===== config.mk =====
export PLATFORM = sky130hd
export DESIGN_NAME = led_chain_sequencer
export DESIGN_NICKNAME = d
export VERILOG_FILES = /design/src/rtl/led_chain_pkg.sv /design/src/rtl/led_chain_sequencer_timeout.sv /design/src/rtl/led_chain_sequencer.sv
export SDC_FILE = /design/constraint.sdc
export NUM_CORES = 1
export LEC_CHECK = 0
export BUFFER_PORTS_ARGS = -buffer_cell sky130_fd_sc_hd__buf_4
export CAP_MARGIN = 0
export CORE_UTILIZATION = 55
export DETAILED_ROUTE_END_ITERATION = 10
export MAX_ROUTING_LAYER = met4
export PLACE_DENSITY = 0.82
export SLEW_MARGIN = 20
export SYNTH_ARGS = -nofsm -noshare
export SYNTH_HDL_FRONTEND = slang
export SYNTH_SLANG_ARGS = --single-unit
export TNS_END_PERCENT = 100

===== constraint.sdc =====
create_clock -name CLK -period 3.37 [get_ports CLK]
set_input_delay 1.011 -clock CLK [delete_from_list [all_inputs] [get_ports CLK]]
set_output_delay 1.011 -clock CLK [all_outputs]
set_load 0.005 [all_outputs]

===== src/rtl/led_chain_pkg.sv =====
// Shared definitions for the LED chain sequencer: FSM state codes, slave
// handshake codes and default wait limits.
package led_chain_pkg;

  localparam logic [2:0] SEQ_IDLE   = 3'd0;
  localparam logic [2:0] SEQ_CLEAR  = 3'd1;
  localparam logic [2:0] SEQ_ARM    = 3'd2;
  localparam logic [2:0] SEQ_RUN    = 3'd3;
  localparam logic [2:0] SEQ_NEXT   = 3'd4;
  localparam logic [2:0] SEQ_FINISH = 3'd5;
  localparam logic [2:0] SEQ_FAULT  = 3'd6;

  typedef enum logic [2:0] {
    ST_IDLE   = SEQ_IDLE,
    ST_CLEAR  = SEQ_CLEAR,
    ST_ARM    = SEQ_ARM,
    ST_RUN    = SEQ_RUN,
    ST_NEXT   = SEQ_NEXT,
    ST_FINISH = SEQ_FINISH,
    ST_FAULT  = SEQ_FAULT
  } seq_state_e;

  localparam logic [1:0] DEF_START_CODE = 2'b11;
  localparam logic [3:0] DEF_DONE_STATE = 4'd8;

  localparam int          TMO_CNT_W       = 32;
  localparam logic [31:0] DEF_ARM_TIMEOUT = 32'd16;
  localparam logic [31:0] DEF_RUN_TIMEOUT = 32'd500000000;
  localparam logic [31:0] CLEAR_CYCLES    = 32'd2;

endpackage


===== src/rtl/led_chain_sequencer_timeout.sv =====
// seq_timeout_counter: saturating wait counter with synchronous clear and a
// limit compare; one instance serves the CLEAR, ARM and RUN waits.
module seq_timeout_counter
  import led_chain_pkg::*;
#(
  parameter int CNT_W = TMO_CNT_W
) (
  input  logic             CLK,
  input  logic             RESET,
  input  logic             clr,
  input  logic [CNT_W-1:0] limit,
  output logic             hit
);

  logic [CNT_W-1:0] cnt_q, cnt_d;

  function automatic logic [CNT_W-1:0] sat_inc(input logic [CNT_W-1:0] v);
    return (&v) ? v : v + 1'b1;
  endfunction

  always_comb begin
    cnt_d = clr ? '0 : sat_inc(cnt_q);
  end

  // cnt_q is zero on the first cycle after a clear, so hit flags the
  // limit-th cycle spent in the current state.
  assign hit = ({1'b0, cnt_q} + {{CNT_W{1'b0}}, 1'b1}) >= {1'b0, limit};

  always_ff @(posedge CLK) begin
    if (RESET) begin
      cnt_q <= '0;
    end else begin
      cnt_q <= cnt_d;
    end
  end

endmodule


===== src/rtl/led_chain_sequencer.sv =====
// Master sequencer for a chain of LED sweep slaves: clears, arms and watches
// each slave in turn. Define SEQ_LOOP_EN to repeat the chain until ABORT/FAULT.
module led_chain_sequencer
  import led_chain_pkg::*;
#(
  parameter int          NUM_SLAVES  = 2,
  parameter int          IDX_W       = 3,
  parameter logic [3:0]  DONE_STATE  = DEF_DONE_STATE,
  parameter logic [1:0]  START_CODE  = DEF_START_CODE,
  parameter logic [31:0] ARM_TIMEOUT = DEF_ARM_TIMEOUT,
  parameter logic [31:0] RUN_TIMEOUT = DEF_RUN_TIMEOUT
) (
  input  logic                    CLK,
  input  logic                    RESET,
  input  logic                    START,
  input  logic                    ABORT,
  input  logic [4*NUM_SLAVES-1:0] SLAVE_STATE,
  output logic [2*NUM_SLAVES-1:0] SLAVE_CTRL,
  output logic [NUM_SLAVES-1:0]   SLAVE_RESET,
  output logic                    BUSY,
  output logic                    DONE,
  output logic                    ERROR,
  output logic [IDX_W-1:0]        ACTIVE_IDX,
  output logic [2:0]              SEQ_STATE
);

  localparam logic [IDX_W-1:0] LAST_IDX = IDX_W'(NUM_SLAVES - 1);

  seq_state_e              state_q, state_d;
  logic [IDX_W-1:0]        active_idx_q, active_idx_d;
  logic [NUM_SLAVES-1:0]   slave_reset_q, slave_reset_d;
  logic [2*NUM_SLAVES-1:0] slave_ctrl_q, slave_ctrl_d;
  logic                    busy_q, busy_d;
  logic                    done_q, done_d;
  logic                    error_q, error_d;

  logic [3:0]              act_state;
  logic [TMO_CNT_W-1:0]    tmo_limit;
  logic                    tmo_clr;
  logic                    tmo_hit;

  // Active slave's state, selected with a bounded loop so no index can
  // fall outside the packed bus.
  always_comb begin
    act_state = '0;
    for (int i = 0; i < NUM_SLAVES; i++) begin
      if (active_idx_q == IDX_W'(i)) begin
        act_state = SLAVE_STATE[4*i +: 4];
      end
    end
  end

  always_comb begin
    tmo_limit = CLEAR_CYCLES;
    case (state_q)
      ST_ARM:  tmo_limit = ARM_TIMEOUT;
      ST_RUN:  tmo_limit = RUN_TIMEOUT;
      default: tmo_limit = CLEAR_CYCLES;
    endcase
  end

  assign tmo_clr = (state_d != state_q);

  seq_timeout_counter #(
    .CNT_W (TMO_CNT_W)
  ) u_tmo (
    .CLK   (CLK),
    .RESET (RESET),
    .clr   (tmo_clr),
    .limit (tmo_limit),
    .hit   (tmo_hit)
  );

  always_comb begin
    state_d      = state_q;
    active_idx_d = active_idx_q;
    if (ABORT && (state_q != ST_IDLE)) begin
      state_d = ST_IDLE;
    end else begin
      case (state_q)
        ST_IDLE: begin
          if (START && !ABORT && !error_q) begin
            active_idx_d = '0;
            state_d      = ST_CLEAR;
          end
        end
        ST_CLEAR: begin
          if (tmo_hit) state_d = ST_ARM;
        end
        ST_ARM: begin
          if (act_state != 4'd0) state_d = ST_RUN;
          else if (tmo_hit)      state_d = ST_FAULT;
        end
        ST_RUN: begin
          // a completion seen on the timeout cycle still counts as success
          if (act_state == DONE_STATE) state_d = ST_NEXT;
          else if (tmo_hit)            state_d = ST_FAULT;
        end
        ST_NEXT: begin
          if (active_idx_q == LAST_IDX) begin
            state_d = ST_FINISH;
          end else begin
            active_idx_d = active_idx_q + 1'b1;
            state_d      = ST_CLEAR;
          end
        end
        ST_FINISH: begin
          active_idx_d = '0;
`ifdef SEQ_LOOP_EN
          state_d = ST_CLEAR;
`else
          state_d = ST_IDLE;
`endif
        end
        ST_FAULT: state_d = ST_IDLE;
        default:  state_d = ST_IDLE;
      endcase
    end
  end

  // Outputs are decoded from the next state so the registered values line
  // up with SEQ_STATE; only the active slave is ever released or driven.
  always_comb begin
    slave_reset_d = '1;
    slave_ctrl_d  = '0;
    for (int i = 0; i < NUM_SLAVES; i++) begin
      if (active_idx_d == IDX_W'(i)) begin
        if (state_d == ST_ARM) begin
          slave_reset_d[i]       = 1'b0;
          slave_ctrl_d[2*i +: 2] = START_CODE;
        end else if (state_d == ST_RUN) begin
          slave_reset_d[i] = 1'b0;
        end
      end
    end
    busy_d  = (state_d != ST_IDLE);
    done_d  = (state_d == ST_FINISH);
    error_d = error_q | (state_d == ST_FAULT);
  end

  always_ff @(posedge CLK) begin
    if (RESET) begin
      state_q       <= ST_IDLE;
      active_idx_q  <= '0;
      slave_reset_q <= '1;
      slave_ctrl_q  <= '0;
      busy_q        <= 1'b0;
      done_q        <= 1'b0;
      error_q       <= 1'b0;
    end else begin
      state_q       <= state_d;
      active_idx_q  <= active_idx_d;
      slave_reset_q <= slave_reset_d;
      slave_ctrl_q  <= slave_ctrl_d;
      busy_q        <= busy_d;
      done_q        <= done_d;
      error_q       <= error_d;
    end
  end

  assign SLAVE_CTRL  = slave_ctrl_q;
  assign SLAVE_RESET = slave_reset_q;
  assign BUSY        = busy_q;
  assign DONE        = done_q;
  assign ERROR       = error_q;
  assign ACTIVE_IDX  = active_idx_q;
  assign SEQ_STATE   = state_q;

endmodule

### Word level (Yosys, flattened, before mapping)

Index checks and enable logic that the tools add are counted.

* flip-flop bits (word level): 47
* bits of input ports: 12
* output and inout bits: 15
* word-level logic and storage cells: 63

* add/subtract/negate cells: 3
* order comparisons: 1
* equality and inequality tests: 13
* mux-type cells: 18
* bitwise logic cells: 3
* reductions and logical operators: 15

Operator list (count)
* case mux 29 bit (2 select lines): 1
* adder 32 x 1 -> 33 bit, second input constant: 1
* >= comparator 33 x 29 -> 1 bit: 1
* adder 32 x 1 -> 32 bit, second input constant: 1
* AND reduction 32 bit: 1
* two-way mux 3 bit: 10
* case mux 3 bit (5 select lines): 1
* equality test 3 x 2 -> 1 bit, second input constant: 4
* equality test 3 bit, second input constant: 4
* equality test 3 x 1 -> 1 bit, second input constant: 3
* zero test 3 bit: 3
* case mux 3 bit (3 select lines): 1
* two-way mux 4 bit: 2
* nonzero test 3 bit: 2
* OR reduction 2 bit: 3
* equality test 4 bit, second input constant: 1
* nonzero test 4 bit: 1
* adder 3 x 1 -> 3 bit, second input constant: 1
* logical AND 1 bit: 3
* inequality test 3 bit: 1
* zero test 1 bit: 2
* two-way mux 1 bit: 2
* two-way mux 2 bit: 1
* NOT 1 bit: 2
* bitwise OR 1 bit: 1

### Depth between registers and ports, before layout

Gate-level depths: netlist of run 1.

* word-level depth: 10
* mapped depth: 17
* depth with buffers taken out: 15

### Hierarchy

From an unflattened synthesis of run 1, not the netlist that was laid out.

* cell total of the unflattened synthesis: 420
* area total of the unflattened synthesis: 3388.2 µm²

By module, submodules not included
* seq_timeout_counter: times used 1, cells an instance 313, area each 2419.8 µm², seq. area each 640.6 µm²
* led_chain_sequencer: times used 1, cells an instance 107, area each 968.4 µm², seq. area each 260.2 µm²

### Worst setup path after synthesis of run 1

OpenSTA, ideal clock, no wires.

* kind: reg-to-reg
* start point: register u_tmo.cnt_q[1]
* end point: register u_tmo.cnt_q[16]
* library setup time: 0.060 ns
* data arrival time: 3.645 ns
* data required time: 3.310 ns
* slack: -0.335 ns
* stages on the path, launching flop included: 18
* buffers on the path: 2
* period minus slack after synthesis: 3.705 ns
* cells stage by stage: dfxtp_1 > ha_1 > nand3_1 > or4_1 > buf_4 > nor3_4 > nand3_1 > xnor2_1 > ha_1 > a21o_1 > a21oi_1 > nand2_1 > a221o_1 > a211oi_4 > a31oi_4 > o21ai_4 > buf_6 > o2111a_1

* longest elaborated chain between the ends: 8
* elaborated cells on any way between the ends: 12
* those cells by class: 2 x add/sub; 1 x order compare; 1 x eq/ne; 6 x mux; 2 x reduce/logical

Ends and longest elaborated chain
* from (decl): line led_chain_sequencer_timeout.sv:15 `logic [CNT_W-1:0] cnt_q, cnt_d;`
* from (signal assigned): line led_chain_sequencer_timeout.sv:33 `cnt_q <= cnt_d;`
* adder 32 x 1 -> 33 bit: line led_chain_sequencer_timeout.sv:27 `assign hit = ({1'b0, cnt_q} + {{CNT_W{1'b0}}, 1'b1}) >= {1'b0, limit};`
* >= comparator 33 x 29 -> 1 bit: line led_chain_sequencer_timeout.sv:27
* two-way mux 3 bit: line led_chain_sequencer.sv:92, led_chain_sequencer.sv:97
* two-way mux 3 bit (on tied branches): line led_chain_sequencer.sv:96, led_chain_sequencer.sv:91
* case mux 3 bit (5 select lines): line led_chain_sequencer.sv:80 `case (state_q)`
* two-way mux 3 bit: line led_chain_sequencer.sv:77 `if (ABORT && (state_q != ST_IDLE)) begin`
* inequality test 3 bit: line led_chain_sequencer.sv:62 `assign tmo_clr = (state_d != state_q);`
* OR reduction 2 bit (no source line)

Several ways; a longest one is shown, not always the timed one.
A chain may end at the register's enable or synchronous reset.

### Worst setup path after layout of run 1

* start point: register u_tmo.cnt_q[0]
* end point: register u_tmo.cnt_q[16]

Same word-level chain as after synthesis.

==> flow_summary.toml, run 1 <==
[sta]
achievable_frequency_mhz = 272.9
max_slew_margin = 0.5545
total_count_of_max_transition_violations_in_the_final_report = 0
finalClockSkew_ns = 0.01014
period_share = 1.087
fin_worst_hold_slack_ns = 0.5650
worst_slack_ns = -0.2939
setup_violations = 42
timing.setup.tns_ns = -10.24
final_hold_viols = 0
finalCriticalPeriod_ns = 3.664
rsz0062_at_grt = "true"
timing_worst_slew_pin_value_ns = 0.6643

[global_route]
grt_usage = 0.3330
grt-ovfl-total = 0
grt_pass1_wl_um = 15760
antenna_found_initial = 0
via_count_of_the_first_global_routing_pass = 3278
largest_net_degree_at_the_start_of_global_routing = 33

[critical_path]
timing.critical_path.required_ns = 3.63
crit_type = "reg -> reg"
cell_family_with_most_cp_delay = "compound AO/OA/AOI/OAI gates"
critPathArrivalTime_ns = 3.92
crit_path_top_delay_cell = "sky130_fd_sc_hd__or4_4"
start_kind = "register"
biggest_cell_delay_along_the_critical_path_ns = 0.51
cp.buffers_inverters = 3
crit_path_max_fanout = 16
cp-end-kind = "register"
crit_path_cell_trace = "ha_4, nand3_1, or4_4, nor3_4, nand3_2, xnor2_2, ha_2, a21o_1, a21oi_2, nand2_1, a221o_1, a211oi_4, buf_6, a31oi_4, o21ai_4, buf_4, buf_16, o2111a_1"

[synthesis]
ys_ff_latch = 45
dominantRegCellSynth = "sky130_fd_sc_hd__dfxtp_1"
yosys.cell_types.count = 72
synth.avg_cell_area_sq_um = 8.993
ys_async_sr_fraction = 0
post-synth-top-count-cell = "sky130_fd_sc_hd__dfxtp_1"
synth_largest_type_area_fraction = 0.2760
yosysSeqAreaShare = 0.2760
mappedNetlistNets = 394
yosys_warnings = 0
post_synth_instance_area_sq_mm = 0.003264
netlist_top_cells_count = "sky130_fd_sc_hd__dfxtp_1 (45), sky130_fd_sc_hd__nand2_1 (32), sky130_fd_sc_hd__nor2_1 (26)"
number_of_enable_type_register_cells_in_the_synthesized_netlist = 0
largest_cells_by_area_after_synthesis = "sky130_fd_sc_hd__dfxtp_1 (28%), sky130_fd_sc_hd__o2111a_1 (7.6%), sky130_fd_sc_hd__ha_1 (7.3%)"
netlist_instances = 363
synth_largest_area_cell = "sky130_fd_sc_hd__dfxtp_1"

[clock_network]
clock_insertion_delay_worst_skew_ns = 0.32
cts_tree = "done"
clock_tree.root_cell = "sky130_fd_sc_hd__clkbuf_8"
cts-htree-levels = 2
clock_tree.buffer_depth = 2
tritoncts.num_buffers = 5
path_clk_slew_ns = 0.10
postCtsHoldBufs = 0
cts_sinks = 45

[cells_and_area]
post_route_cells_drive_above_1_share = 0.3938
footprint_of_the_multi_input_gates_sq_mm = 0.002305
fillCellCount = 352
final-seq-area_sq_um = 919.6
utilization_after_layout = 0.7653
syn2layout_area_growth_pct = 31.47
diodes = 0
design.final.nets = 482

[route]
vias = 3322
detail_route.wirelength_um = 9754
detailedRoute.firstPassIterationCount = 5
routed_wire_length_per_instance_um = 18.61
remaining_drc_errors = 0
dr.first_iter.drc_count = 204
antenna_violating_nets_post_route = 0
vias_per_cell = 6.340

[floorplanning]
fp.dieArea_sq_mm = 0.006247
start_util = 0.5821
num_rows = 27
chipHeight_um = 79.04
pin_count = 27
chipWidth_um = 79.04
placeableCoreArea_sq_mm = 0.005608

[run]
maxCapViolations = 0

[worst_hold_path]
worst_min_delay_path_category = "reg -> reg"

[power_and_ir_drop]
peakVddDrop_uv = 302.2
finalPower_uw = 1072
power.density_cell_area_mw_per_mm2 = 249.7
static-leakage-power_uw = 0.001949

[outcome]
outcome = "finished with violations"
violations = "negative setup slack"

[placement]
gp_congestion = 0.8589
portBuffers = 26
post-dp-hpwl_um = 6291
==> worst register-to-register path: stages (launching register included) <==
cell and delay, ns:
sky130_fd_sc_hd__dfxtp_2 0.37, sky130_fd_sc_hd__ha_4 0.15, sky130_fd_sc_hd__nand3_1 0.08, sky130_fd_sc_hd__or4_4 0.51
sky130_fd_sc_hd__nor3_4 0.16, sky130_fd_sc_hd__nand3_2 0.12, sky130_fd_sc_hd__xnor2_2 0.16, sky130_fd_sc_hd__ha_2 0.18
sky130_fd_sc_hd__a21o_1 0.16, sky130_fd_sc_hd__a21oi_2 0.18, sky130_fd_sc_hd__nand2_1 0.08, sky130_fd_sc_hd__a221o_1 0.30
sky130_fd_sc_hd__a211oi_4 0.21, sky130_fd_sc_hd__buf_6 0.16, sky130_fd_sc_hd__a31oi_4 0.12, sky130_fd_sc_hd__o21ai_4 0.16
sky130_fd_sc_hd__buf_4 0.15, sky130_fd_sc_hd__buf_16 0.14, sky130_fd_sc_hd__o2111a_1 0.21
==> state kept, by name (all words and copies together), names as in the netlist <==
signal and flops:
ACTIVE_IDX 3, BUSY 1, DONE 1, ERROR 1, SEQ_STATE 3, SLAVE_CTRL 2
SLAVE_RESET 2, u_tmo.cnt_q 32
==> timing repair <==
action / 4_1_cts / 5_1_grt
gates resized for setup: 30 / 6
pin swaps: 14 / 2
endpoints found under the hold margin: 0 / 0
setup endpoints to repair: 42 / 42
cloned: 1 / 0
buffers inserted: 19 / 1
==> metrics by stage <==
stage,instances,worst slack [ns],area [sq um]
floorplan,363,-0.2930,3327
global placement,495,-0.3071,3847
detailed placement,495,-0.4183,3847
CTS,523,-0.1512,4242
global route,524,-0.4451,4292
finish,524,-0.2939,4292
==> layout make-up <==
| class | instances | area share |
|---|---|---|
| repair buffers | 104 | 0.1933 |
| multi-input cells | 280 | 0.5370 |
| inverters | 15 | 0.01312 |
| clock buffers | 5 | 0.01603 |
| well taps | 72 | 0.02099 |
| flip-flops and latches | 45 | 0.2143 |
| clock inverters | 3 | 0.005248 |
==> logic make-up after synthesis <==
group                    after synthesis  share of synthesized area
XOR/XNOR                              28                    0.07512
buffers and inverters                 38                    0.07819
multiplexers                           2                   0.006133
AO/OA/AOI/OAI                         83                     0.2242
flip-flops                            45                     0.2760
adder cells (fa/ha/maj)               19                    0.07283
AND/OR/NAND/NOR                      148                     0.2675
==> report_power, final <==
part | total [uW] | internal, uW | switching (uW)
Combinational | 170 | 77.7 | 92.3
Clock | 360 | 146 | 214
Sequential | 542 | 537 | 5.13
==> placed cells by master, fill, tap and decap left out, types with 10 or more instances in the layout <==
cell,instances
sky130_fd_sc_hd__o2111a_1,22
sky130_fd_sc_hd__ha_1,17
sky130_fd_sc_hd__and4_1,13
sky130_fd_sc_hd__buf_4,100
sky130_fd_sc_hd__xnor2_1,10
sky130_fd_sc_hd__nand3_1,16
sky130_fd_sc_hd__o21ai_0,11
sky130_fd_sc_hd__dfxtp_1,34
sky130_fd_sc_hd__nand2_1,32
sky130_fd_sc_hd__nor2_1,23
sky130_fd_sc_hd__a21oi_1,11
sky130_fd_sc_hd__inv_1,15
sky130_fd_sc_hd__xor2_1,10
==> path summary, 6_finish.rpt <==
| kind | start | depth (start not counted) | end | slack (ns) |
|---|---|---|---|---|
| hold / removal | ERROR | 2 | ERROR | 0.57 |
| setup / recovery | u_tmo.cnt_q[0] | 18 | u_tmo.cnt_q[16] | -0.29 |
| setup reg to reg | u_tmo.cnt_q[0] | 18 | u_tmo.cnt_q[16] | -0.29 |
| hold reg to reg | ERROR | 2 | ERROR | 0.57 |
==> routing by layer <==
metal	routed length, um	vias to the layer above	global-route usage
met5	0	-	-
met4	308	0	0.1182
met3	538	36	0.05862
met2	4997	145	0.5862
met1	3910	1606	0.3780
li1	-	1535	-
Note: power is estimated with default switching activity, not from simulation.
==> run 2: changes to the inputs <==
PLACE_DENSITY = unset   (was 0.82)
PLACE_DENSITY_LB_ADDON = 0.05   (was unset)
==> run 2 against run 1 <==
Effect of this change: maximum frequency is 0.25% higher; cell area grew 0.38%; non-clock buffer count down 3; global-route usage decreased by 3.5 points; sequential share of layout area is 0.081 points lower; the run still ends with negative setup slack left; critical path depth stayed put; largest cell class unchanged; hold slack improved by 0.031 ns; worst setup slack improved by 0.0091 ns; clock power is 31% higher; routed wire length fell by 5.3%; register-to-register slack about the same.
==> flow_summary.toml, run 2 (synthesized netlist as in run 1, its figures left out) <==
[clock_network]
clock_insertion_delay_worst_skew_ns = 0.31
cts_sinks = 45
path_clk_slew_ns = 0.10
cts-htree-levels = 2
tritoncts.num_buffers = 5
cts_tree = "done"
clock_tree.buffer_depth = 2
clock_tree.root_cell = "sky130_fd_sc_hd__clkbuf_8"

[global_route]
grt_use_met1 = 0.3803
met3_use_gr = 0.03908
grt_pass1_wl_um = 14190
largest_net_degree_at_the_start_of_global_routing = 33
grt_usage = 0.2983
use_met2 = 0.4819
via_count_of_the_first_global_routing_pass = 3018
grt-ovfl-total = 0
grt.busiest_layer = "met2"
antenna_found_initial = 0

[sta]
period_share = 1.084
finalClockSkew_ns = 0.01824
max_slew_margin = 0.5205
worst_slack_ns = -0.2848
rsz0062_at_grt = "true"
timing_worst_slew_pin_value_ns = 0.7149
final_hold_viols = 0
total_count_of_max_transition_violations_in_the_final_report = 0
timing.setup.tns_ns = -9.299
finalCriticalPeriod_ns = 3.655
setup_violations = 42
achievable_frequency_mhz = 273.6

[placement]
detailedPlace.worstSlack_ns = -0.3168
post-dp-hpwl_um = 6076
portBuffers = 26
gp_congestion = 0.9486
dpl_cell_area_sq_mm = 0.003930
place_inst = 506

[worst_hold_path]
timing.hold.worst.start = "ERROR"
holdPathEnd = "ERROR"
worst_min_delay_path_category = "reg -> reg"
hold-path-cell-count = 2

[route]
detail_route.wirelength_um = 9240
dr.first_iter.drc_count = 167
vias_per_cell = 6.075
detailedRoute.firstPassIterationCount = 5
vias = 3165
routed_wire_length_per_instance_um = 17.74
remaining_drc_errors = 0
antenna_violating_nets_post_route = 0

[critical_path]
timing.critical_path.required_ns = 3.56
r2r_end = "u_tmo.cnt_q[31]"
critPathArrivalTime_ns = 3.85
start_kind = "register"
crit_path_max_fanout = 24
crit_type = "reg -> reg"
timing.reg2reg.setup_slack_ns = -0.28
cp-end-kind = "register"
reg2reg_depth = 18
rr_startpoint = "u_tmo.cnt_q[1]"

[floorplanning]
num_rows = 27
start_util = 0.5821
placeableCoreArea_sq_mm = 0.005608
chipWidth_um = 79.04
fp.dieArea_sq_mm = 0.006247
chipHeight_um = 79.04
pin_count = 27

[cells_and_area]
layout_commonest_cell = "sky130_fd_sc_hd__buf_4"
post_route_cells_drive_above_1_share = 0.3942
fillCellCount = 398
syn2layout_area_growth_pct = 31.97
design.final.nets = 479
mostFrequentLayoutCells = "sky130_fd_sc_hd__buf_4 (95), sky130_fd_sc_hd__dfxtp_1 (32), sky130_fd_sc_hd__nand2_1 (32)"
layout_cells_excl_fill = 521
diodes = 0
utilization_after_layout = 0.7682
largest_register_ff_count = 32
registers.top_by_ff_count = "u_tmo.cnt_q"
fin_area_sq_mm = 0.004308

[run]
maxCapViolations = 0

[power_and_ir_drop]
static-leakage-power_uw = 0.001973
power.density_cell_area_mw_per_mm2 = 276.0
peakVddDrop_uv = 214.6

[outcome]
violations = "negative setup slack"
outcome = "finished with violations"
[run 2: cell types whose count changed in the layout (fill, tap and decap cells not counted), sizes merged]
| cell | previous run | this run |
|---|---|---|
| bufinv | 0 | 1 |
| buf | 104 | 101 |
| clkinvlp | 3 | 0 |
| clkbuf | 5 | 6 |
| clkinv | 0 | 1 |
[run 2: critical path: stages, from the launching register on]
cell and delay (ns):
sky130_fd_sc_hd__dfxtp_4 0.37, sky130_fd_sc_hd__ha_4 0.14, sky130_fd_sc_hd__nand3_2 0.07, sky130_fd_sc_hd__or4_4 0.52, sky130_fd_sc_hd__nor3_4 0.19, sky130_fd_sc_hd__nand3_2 0.12, sky130_fd_sc_hd__xnor2_2 0.20, sky130_fd_sc_hd__ha_2 0.19
sky130_fd_sc_hd__a21o_1 0.12, sky130_fd_sc_hd__a21oi_2 0.06, sky130_fd_sc_hd__buf_4 0.13, sky130_fd_sc_hd__a211oi_2 0.22, sky130_fd_sc_hd__buf_4 0.15, sky130_fd_sc_hd__a211oi_4 0.06, sky130_fd_sc_hd__buf_6 0.15, sky130_fd_sc_hd__a211oi_4 0.34
sky130_fd_sc_hd__o21ai_4 0.10, sky130_fd_sc_hd__buf_12 0.18, sky130_fd_sc_hd__and4b_2 0.21
[run 2: through the flow]
stage | total power [uW] | hold slack [ns]
5_1_grt | 1228 | 0.6149
6_report | 1189 | 0.5959
4_1_cts | 1177 | 0.5388
2_1_floorplan | 650.0 | 0.5021
3_3_place_gp | 704.6 | 0.5194
3_5_place_dp | 706.2 | 0.5254
[run 2: what timing repair did]
item / in CTS / in global routing
hold buffers: 0 / 0
setup buffers: 2 / 5
setup endpoints to repair: 42 / 42
pin swaps: 3 / 9
gates resized for setup: 14 / 26
[run 2: area by class of cell]
type                    count  area, sq um  area share
multi-input cells         280         2315      0.5373
clock buffers               6        93.84     0.02178
well taps                  72        90.09     0.02091
repair buffers            101        798.3      0.1853
inverters                  15        56.30     0.01307
flip-flops and latches     45        919.6      0.2135
clock inverters             2        35.03    0.008132
[run 2: metal layers]
layer,share of wire,vias up
li1,-,1539
met1,0.43,1486
met2,0.48,106
met3,0.052,34
met4,0.033,0
met5,0,-
[run 2: worst max-delay path by stage]
stage / end / startpoint / slack, ns / cells past startpoint
final: u_tmo.cnt_q[31] / u_tmo.cnt_q[1] / -0.28 / 18
after global routing: u_tmo.cnt_q[31] / u_tmo.cnt_q[0] / -0.41 / 18
after CTS: u_tmo.cnt_q[31] / u_tmo.cnt_q[0] / -0.15 / 17
after detailed placement: SLAVE_CTRL[2] / u_tmo.cnt_q[0] / -0.32 / 16
after global placement: SLAVE_RESET[0] / u_tmo.cnt_q[0] / -0.24 / 15
after floorplan: u_tmo.cnt_q[8] / u_tmo.cnt_q[11] / -0.29 / 17
[run 2: power breakdown]
group / switching [uW] / leakage (uW) / total (uW) / internal, uW
Clock: 206 / 0.0000663 / 471 / 265
Sequential: 4.78 / 0.000370 / 542 / 538
Combinational: 95.3 / 0.00154 / 176 / 80.2
Total: 306 / 0.00197 / 1190 / 883
==> run 3: changes to the inputs <==
MAX_ROUTING_LAYER = unset   (was met4)
==> run 3 against run 2 <==
Effect of this change: the run still ends with negative setup slack left; critical endpoint unchanged; register-to-register slack about the same; critical path type unchanged; global-route usage fell by 0.78 points; worst setup slack improved by 0.0018 ns; sequential power barely moved; largest cell class unchanged; highest routed layer unchanged; die area did not move; sequential share of layout area stayed put.
==> flow_summary.toml, run 3 (synthesized netlist as in run 1, its figures left out) <==
[floorplanning]
start_util = 0.5821
num_rows = 27
chipHeight_um = 79.04
chipWidth_um = 79.04
pin_count = 27
placeableCoreArea_sq_mm = 0.005608
fp.dieArea_sq_mm = 0.006247

[route]
vias = 3151
vias_per_cell = 6.048
routed_wire_length_per_instance_um = 17.76
antenna_violating_nets_post_route = 0
remaining_drc_errors = 0
detailedRoute.firstPassIterationCount = 4
dr.first_iter.drc_count = 164
detail_route.wirelength_um = 9255

[critical_path]
cp-end-kind = "register"
crit_type = "reg -> reg"
cell_family_with_most_cp_delay = "compound AO/OA/AOI/OAI gates"
critPathMostFrequentCell = "sky130_fd_sc_hd__nand3_2"
crit_path_max_fanout = 24
r2r_end = "u_tmo.cnt_q[31]"
crit_path_cell_trace = "ha_4, nand3_2, or4_4, nor3_4, nand3_2, xnor2_2, ha_2, a21o_1, a21oi_2, nand2_1, a221o_1, a211oi_4, buf_4, a31oi_4, o21ai_4, buf_12, and4b_2"
rr_startpoint = "u_tmo.cnt_q[1]"
start_kind = "register"
biggest_cell_delay_along_the_critical_path_ns = 0.52
reg2reg_depth = 17
timing.critical_path.required_ns = 3.61
cp.buffers_inverters = 2
crit_path_top_delay_cell = "sky130_fd_sc_hd__or4_4"
timing.reg2reg.setup_slack_ns = -0.28
critPathArrivalTime_ns = 3.89

[cells_and_area]
syn2layout_area_growth_pct = 31.97
largest_register_ff_count = 32
layout_cells_excl_fill = 521
design.final.nets = 479
footprint_of_the_multi_input_gates_sq_mm = 0.002315
fin_area_sq_mm = 0.004308
post_route_cells_drive_above_1_share = 0.3942
final-seq-area_sq_um = 919.6
diodes = 0
fillCellCount = 398
mostFrequentLayoutCells = "sky130_fd_sc_hd__buf_4 (95), sky130_fd_sc_hd__dfxtp_1 (32), sky130_fd_sc_hd__nand2_1 (32)"
registers.top_by_ff_count = "u_tmo.cnt_q"
layout_commonest_cell = "sky130_fd_sc_hd__buf_4"

[clock_network]
cts-htree-levels = 2
clock_tree.buffer_depth = 2
clock_insertion_delay_worst_skew_ns = 0.31
cts_sinks = 45
cts_tree = "done"
postCtsHoldBufs = 0
clock_tree.root_cell = "sky130_fd_sc_hd__clkbuf_8"
tritoncts.num_buffers = 5
path_clk_slew_ns = 0.10

[outcome]
violations = "negative setup slack"
outcome = "finished with violations"

[global_route]
via_count_of_the_first_global_routing_pass = 3019
grt_pass1_wl_um = 14190
largest_net_degree_at_the_start_of_global_routing = 33
grt-ovfl-total = 0
antenna_found_initial = 0
grt_usage = 0.2906

[placement]
dpl_cell_area_sq_mm = 0.003930
post-dp-hpwl_um = 6076
place_inst = 506
gp_congestion = 0.9320
portBuffers = 26

[power_and_ir_drop]
static-leakage-power_uw = 0.001973
finalPower_uw = 1190
peakVddDrop_uv = 215.3
power.density_cell_area_mw_per_mm2 = 276.2

[run]
maxCapViolations = 0

[sta]
timing_worst_slew_pin_value_ns = 0.6864
worst_slack_ns = -0.2829
period_share = 1.084
finalClockSkew_ns = 0.01838
setup_violations = 42
total_count_of_max_transition_violations_in_the_final_report = 0
rsz0062_at_grt = "true"
achievable_frequency_mhz = 273.8
finalCriticalPeriod_ns = 3.653
max_slew_margin = 0.5396
timing.setup.tns_ns = -9.474
final_hold_viols = 0

[worst_hold_path]
holdPathEnd = "ERROR"
timing.hold.worst.start = "ERROR"
hold-path-cell-count = 2
worst_min_delay_path_category = "reg -> reg"
-- run 3: cell counts in the layout (fill, tap and decap cells not counted) --
Identical to the previous run, type by type.
-- run 3: area by class of cell --
class / count / area share
Clock inverter: 2 / 0.008132
Sequential cell: 45 / 0.2135
Clock buffer: 6 / 0.02178
Timing Repair Buffer: 101 / 0.1853
Multi-Input combinational cell: 280 / 0.5373
Inverter: 15 / 0.01307
Tap cell: 72 / 0.02091
-- run 3: routing by layer --
metal  routed length [um]  vias up  GRT usage
met5                    0        -          0
met3                  501       31    0.03908
met1                 3876     1484     0.3817
met4                  269        0     0.1109
li1                     -     1535          -
met2                 4607      101     0.4810
-- run 3: worst reg2reg max path, stage by stage (launching register included) --
cell,delay [ns]
sky130_fd_sc_hd__dfxtp_4,0.37
sky130_fd_sc_hd__ha_4,0.15
sky130_fd_sc_hd__nand3_2,0.07
sky130_fd_sc_hd__or4_4,0.52
sky130_fd_sc_hd__nor3_4,0.19
sky130_fd_sc_hd__nand3_2,0.12
sky130_fd_sc_hd__xnor2_2,0.17
sky130_fd_sc_hd__ha_2,0.18
sky130_fd_sc_hd__a21o_1,0.16
sky130_fd_sc_hd__a21oi_2,0.14
sky130_fd_sc_hd__nand2_1,0.06
sky130_fd_sc_hd__a221o_1,0.30
sky130_fd_sc_hd__a211oi_4,0.25
sky130_fd_sc_hd__buf_4,0.17
sky130_fd_sc_hd__a31oi_4,0.12
sky130_fd_sc_hd__o21ai_4,0.21
sky130_fd_sc_hd__buf_12,0.18
sky130_fd_sc_hd__and4b_2,0.23
-- run 3: where the power goes --
| part | switching (uW) | total, uW | internal [uW] | leakage, uW |
|---|---|---|---|---|
| Combinational | 96.1 | 176 | 80.2 | 0.00154 |
| Sequential | 4.91 | 543 | 538 | 0.000370 |
| Clock | 206 | 471 | 265 | 0.0000663 |
| Total | 307 | 1190 | 883 | 0.00197 |
-- run 3: worst max path at each step --
stage / startpoint / end / slack, ns / cells past startpoint
CTS: u_tmo.cnt_q[0] / u_tmo.cnt_q[31] / -0.15 / 17
floorplan: u_tmo.cnt_q[11] / u_tmo.cnt_q[8] / -0.29 / 17
global placement: u_tmo.cnt_q[0] / SLAVE_RESET[0] / -0.24 / 15
global route: u_tmo.cnt_q[10] / BUSY / -0.45 / 16
finish: u_tmo.cnt_q[1] / u_tmo.cnt_q[31] / -0.28 / 17
detailed placement: u_tmo.cnt_q[0] / SLAVE_CTRL[2] / -0.32 / 16
-- run 3: what timing repair did --
item | CTS | global route
endpoints found under the setup margin | 42 | 42
pin swaps | 3 | 9
gates cloned | 0 | 0
buffers inserted | 2 | 5
gates resized for setup | 14 | 26
-- run 3: through the flow --
stage / setup WS, ns / utilization / hold WS, ns
final: -0.2829 / 0.7682 / 0.5969
after global routing: -0.4520 / 0.7682 / 0.6153
after CTS: -0.1471 / 0.7383 / 0.5388
after detailed placement: -0.3168 / 0.7008 / 0.5254
after global placement: -0.2441 / 0.7008 / 0.5194
after floorplan: -0.2930 / - / 0.5021
